File: config.mk
export PLATFORM = sky130hd
export DESIGN_NAME = fetch_sequencer
export DESIGN_NICKNAME = d
export VERILOG_FILES = /design/src/rtl/fetch_sequencer.sv
export SDC_FILE = /design/constraint.sdc
export NUM_CORES = 1
export LEC_CHECK = 0
export CAP_MARGIN = 20
export CORE_MARGIN = 2
export CORE_UTILIZATION = 45
export CTS_BUF_LIST = sky130_fd_sc_hd__clkbuf_4
export DETAILED_ROUTE_END_ITERATION = 7
export GPL_ROUTABILITY_DRIVEN = 0
export GPL_TIMING_DRIVEN = 0
export PLACE_DENSITY = 0.81
export SYNTH_ARGS = -nofsm -noshare
export SYNTH_HDL_FRONTEND = slang
export SYNTH_SLANG_ARGS = --single-unit
File: constraint.sdc
create_clock -name clk -period 4 [get_ports clk]
set_clock_uncertainty 0.05 [all_clocks]
set_input_delay 0.8 -clock clk [delete_from_list [all_inputs] [get_ports clk]]
set_output_delay 0.8 -clock clk [all_outputs]
set_load 0.05 [all_outputs]
File: src/rtl/fetch_sequencer.sv
// Front-end PC sequencer: one fetch in flight, presents each
// instruction to decode, handles redirects and misaligned targets.
module fetch_sequencer #(
    parameter logic [31:0] RESET_PC = 32'h0000_0000
) (
    input  logic        clk,
    input  logic        reset_n,
    output logic        imem_req_valid,
    output logic [31:0] imem_req_addr,
    input  logic        imem_req_ready,
    input  logic        imem_rsp_valid,
    input  logic [31:0] imem_rsp_data,
    output logic        inst_valid,
    output logic [31:0] inst_pc,
    output logic [31:0] inst_data,
    input  logic        inst_ready,
    input  logic        redirect_valid,
    input  logic [31:0] redirect_pc,
    input  logic        stall,
    output logic        misaligned_fault
);

    typedef enum logic [2:0] {
        S_REQ,
        S_WAIT,
        S_HOLD,
        S_DRAIN,
        S_FAULT
    } state_t;

    state_t      state;
    state_t      state_n;
    logic [31:0] pc;
    logic [31:0] pc_n;
    logic        req_n;
    logic        iv_n;
    logic [31:0] ipc_n;
    logic [31:0] idata_n;
    logic        fault_n;
    logic        pend;
    logic        pend_n;

    logic        accept;
    logic        busy;
    logic        aligned;

    assign imem_req_addr = pc;

    // Request accepted this edge, and whether a response is still owed
    always_comb begin
        accept  = imem_req_valid && imem_req_ready;
        aligned = (redirect_pc[1:0] == 2'b00);
        busy    = accept
                || (((state == S_WAIT) || (state == S_DRAIN))
                    && !imem_rsp_valid);
    end

    // Next-state and next-output decode
    always_comb begin
        state_n = state;
        pc_n    = pc;
        req_n   = imem_req_valid;
        iv_n    = inst_valid;
        ipc_n   = inst_pc;
        idata_n = inst_data;
        fault_n = 1'b0;
        pend_n  = pend;

        if (redirect_valid) begin
            iv_n = 1'b0;
            if (aligned) begin
                pc_n    = redirect_pc;
                pend_n  = 1'b0;
                state_n = busy ? S_DRAIN : S_REQ;
            end else begin
                fault_n = 1'b1;
                pend_n  = busy;
                state_n = busy ? S_DRAIN : S_FAULT;
            end
            req_n = (state_n == S_REQ) ? !stall : 1'b0;
        end else begin
            unique case (state)
                S_REQ: begin
                    if (accept) begin
                        req_n   = 1'b0;
                        state_n = S_WAIT;
                    end else if (imem_req_valid) begin
                        req_n = 1'b1;
                    end else begin
                        req_n = !stall;
                    end
                end
                S_WAIT: begin
                    req_n = 1'b0;
                    if (imem_rsp_valid) begin
                        idata_n = imem_rsp_data;
                        ipc_n   = pc;
                        iv_n    = 1'b1;
                        pc_n    = pc + 32'd4;
                        state_n = S_HOLD;
                    end
                end
                S_HOLD: begin
                    req_n = 1'b0;
                    if (inst_ready) begin
                        iv_n    = 1'b0;
                        req_n   = !stall;
                        state_n = S_REQ;
                    end
                end
                S_DRAIN: begin
                    req_n = 1'b0;
                    if (imem_rsp_valid) begin
                        pend_n  = 1'b0;
                        state_n = pend ? S_FAULT : S_REQ;
                        req_n   = pend ? 1'b0 : !stall;
                    end
                end
                S_FAULT: begin
                    req_n = 1'b0;
                    iv_n  = 1'b0;
                end
                default: begin
                    req_n   = 1'b0;
                    iv_n    = 1'b0;
                    state_n = S_REQ;
                end
            endcase
        end
    end

    // State and output registers; reset keeps track of an owed response
    always_ff @(posedge clk) begin
        if (!reset_n) begin
            state            <= busy ? S_DRAIN : S_REQ;
            pc               <= RESET_PC;
            imem_req_valid   <= 1'b0;
            inst_valid       <= 1'b0;
            inst_pc          <= 32'd0;
            inst_data        <= 32'd0;
            misaligned_fault <= 1'b0;
            pend             <= 1'b0;
        end else begin
            state            <= state_n;
            pc               <= pc_n;
            imem_req_valid   <= req_n;
            inst_valid       <= iv_n;
            inst_pc          <= ipc_n;
            inst_data        <= idata_n;
            misaligned_fault <= fault_n;
            pend             <= pend_n;
        end
    end

endmodule

==> qor.yml <==
power_and_ir_drop:
  switching_share_pct: 35.60
  p_per_area_nw_per_um2: 339.8
  leakage_uw: 0.002174
  p_switching_uw: 790.5
  power.share.clock_pct: 21.7
  seq_power_share_pct: 51.3
  peakVddDrop_uv: 203.1
  power_frac_comb_pct: 27.0
  internal_power_uw: 1430
global_route:
  grt_use_met3_pct: 5.427
  grtUsageMet2_pct: 46.29
  grt-busiest-layer: "met2"
  grt_pass1_wl_mm: 24.84
  antenna_found_initial: 1
  grt-ovfl-total: 0
  grt_pass1_vias: 4960
  met1_usage_pct: 34.47
  grt_max_degree: 17
  track_usage_pct: 27.91
floorplan:
  fp.dieArea_um2: 11030
  coreArea_um2: 9819
  fp.dieW_um: 105
  start_util_pct: 46.75
  pin_count: 170
  dieHeight_um: 105
  core.rowCount: 36
logic_synthesis:
  yosys_warnings: 0
  ys.flop_type: "dfxtp_1"
  netlist.top_cell.by_area: "dfxtp_1"
  synthAdderAreaFrac_pct: 0.2726
  synthArstFlopShare_pct: 0
  synth_edf_count: 3
  synth_seq_cells: 103
  synthSimpleGateAreaFrac_pct: 26.06
  synth_cell_types: 57
  syn_area_per_cell_um2: 7.834
  synth_top_family_by_area: "simple AND/OR/NAND/NOR gates"
  ys_top_cells_by_area: "dfxtp_1 (44%), nand2_1 (13%), a21oi_1 (9.2%), nor2_1 (2.8%), mux2i_1 (2.4%)"
  muxShareOfSynthArea_pct: 2.398
  synth_compound_area_share_pct: 20.71
  synthXorXnorAreaFrac_pct: 0
  postSynthNetCount: 658
  yosysSeqAreaShare_pct: 45.57
  netlist.area_leader.share_pct: 43.61
  syn_inst: 586
  synth_area_um2: 4591
route:
  drt_iter0_drc: 434
  vias_per_cell: 5.764
  wirelength_mm: 15.63
  vias: 5193
  antenna_left: 0
  dr.pass1.iters: 5
  route.detailed.drc: 0
  drt-wirelength-per-cell_um: 17.35
setup_path:
  end_kind: "output pin"
  cp_slowest_cell: "clkdlybuf4s50_1"
  cp_top_family: "buffers and inverters"
  path_depth: 1
  arrival_ns: 1.91
  reg2reg_from: "imem_req_addr[2]"
  reg2reg_depth: 7
  path_class: "reg2out"
  cp-startpoint: "imem_req_addr[2]"
  critPathBufInv: 1
  cp-endpoint: "imem_req_addr[2]"
  start_kind: "flip-flop"
  r2r_slack_ns: 1.59
  cp_max_fo: 9
  required_ns: 3.15
  crit_chain: "clkdlybuf4s50_1"
  cpPeakStageDelay_ns: 0.89
  worstReg2RegEnd: "imem_req_addr[30]"
final_layout:
  drive_above_1_share_pct: 6.389
  instances_no_fill: 901
  nNetsFinal: 836
  multiInputGateArea_um2: 2270
  seqCellArea_um2: 2092
  synthToLayoutAreaGrowth_pct: 42.35
  nFillCells: 881
  stdcell_area_um2: 6535
clocking:
  post_cts_buffers: 0
  cts_resized: 0
  hold_buffers: 0
  cts_tree: "built"
  clk_pin_slew_ns: 0.16
  clock_latency_ns: 0.47
  clkSinkCount: 103
  cts_made_buffers: 9
  cts.root.buffer_cell: "clkbuf_4"
  cts.path.max_buffers: 2
  cts_max_level: 3
sta:
  fin_crit_sh_pct: 69.01
  fin_crit_ns: 2.760
  finalSetupViolations: 0
  tightest_slew_ns: 0.8001
  max_freq_mhz: 362.3
  max-slew-margin-rel_pct: 46.25
  setup_tns_ns: 0
  final-hold-violation-count: 0
  rsz0062_at_grt: "no"
  final_max_slew_viol_count: 0
placed_design:
  place_area_um2: 6429
  portBuffers: 167
  dpl.cell_count: 886
  hpwlAfterDp_mm: 11.44
run:
  cap_violations: 0
worst_hold_path:
  min_path_type: "reg2reg"
status:
  status: "finished clean"
==> synthesized netlist by cell type, types with 3 or more instances <==
master,instances
clkbuf_1,26
nor3_2,3
inv_1,4
nand4_1,9
nor2_1,34
o21ai_0,15
nand3_1,14
o31ai_1,4
a211oi_1,3
edfxtp_1,3
nor4_1,4
nand2b_1,4
buf_2,18
nor4_2,3
and3_1,8
o211ai_1,3
nor3_1,12
mux2i_1,11
dfxtp_1,100
a21oi_1,84
o22ai_1,10
a22oi_1,13
nand2_1,155
==> power groups by stage <==
stage               registers [µW]  clock network [µW]  logic (µW)
floorplan                     1290                   0         223
global placement              1160                   0         579
detailed placement            1160                   0         592
CTS                           1140                 481         594
global route                  1150                 519         637
finish                        1140                 481         600
==> layout by cell type, fill, tap and decap left out, drive strengths merged, types with 4 or more instances in the layout <==
| master | netlist | routed |
|---|---|---|
| nor2 | 34 | 34 |
| nand3 | 16 | 16 |
| o31ai | 4 | 4 |
| buf | 22 | 22 |
| clkdlybuf4s50 | 0 | 167 |
| nor4 | 7 | 7 |
| nand2 | 155 | 155 |
| o22ai | 10 | 10 |
| a21oi | 84 | 84 |
| nor3 | 15 | 15 |
| dfxtp | 100 | 100 |
| mux2i | 11 | 11 |
| inv | 4 | 5 |
| and3 | 9 | 9 |
| a22oi | 13 | 13 |
| nand4 | 10 | 10 |
| nand2b | 4 | 4 |
| o21ai | 17 | 17 |
| clkbuf | 26 | 35 |
==> state kept, by name, indices dropped and copies added, names as in the netlist <==
name              count
imem_req_valid        1
imem_req_addr        32
pend                  1
inst_valid            1
misaligned_fault      1
inst_pc              32
state                 3
inst_data            32
==> area by class of cell <==
cell class,instances,area share (%)
clock buffers,9,1.034
flip-flops and latches,103,32.01
multi-input cells,431,34.73
inverters,4,0.2298
repair buffers,167,25.58
plain buffers,48,3.274
diodes,1,0.03829
well taps,133,2.546
clock inverters,5,0.5552
==> how the worst min path moves through the flow <==
stage	start	to	slack [ns]	cells past startpoint
floorplan	pend	pend	0.44	1
CTS	inst_data[24]	inst_data[24]	0.42	2
global placement	inst_data[27]	inst_data[27]	0.39	2
global route	inst_data[8]	inst_data[8]	0.44	2
finish	inst_pc[0]	inst_pc[0]	0.41	2
detailed placement	inst_pc[14]	inst_pc[14]	0.40	2
==> metrics by stage <==
stage / power [µW] / utilization (%) / worst slack [ns] / hold WS, ns
5_1_grt: 2303 / 66.55 / 1.202 / 0.4353
4_1_cts: 2213 / 66.53 / 1.254 / 0.4151
6_report: 2221 / 66.55 / 1.240 / 0.4137
3_5_place_dp: 1752 / 65.47 / 0.9893 / 0.3964
2_1_floorplan: 1515 / - / 1.571 / 0.4414
3_3_place_gp: 1736 / 65.47 / 1.030 / 0.3910
==> cells by family (layout without fill, tap and decap cells) <==
family                     Yosys count  after routing
adders and majority gates            1              1
buffers and inverters               52            233
other                                0              1
DFF                                103            103
and+or+nand+nor                    261            261
AOI/OAI and AO/OA                  158            158
muxes                               11             11
==> worst min-delay path, stage by stage, from the launching register on <==
cell and delay (ns):
dfxtp_1 0.34, nand2_1 0.05, a21oi_1 0.05
==> layer usage <==
layer	routed length [µm]	vias up
met5	0	-
met1	6054	2401
met4	507	0
met3	1646	50
met2	7424	332
li1	-	2410
Power figures use the tool's default switching activity.
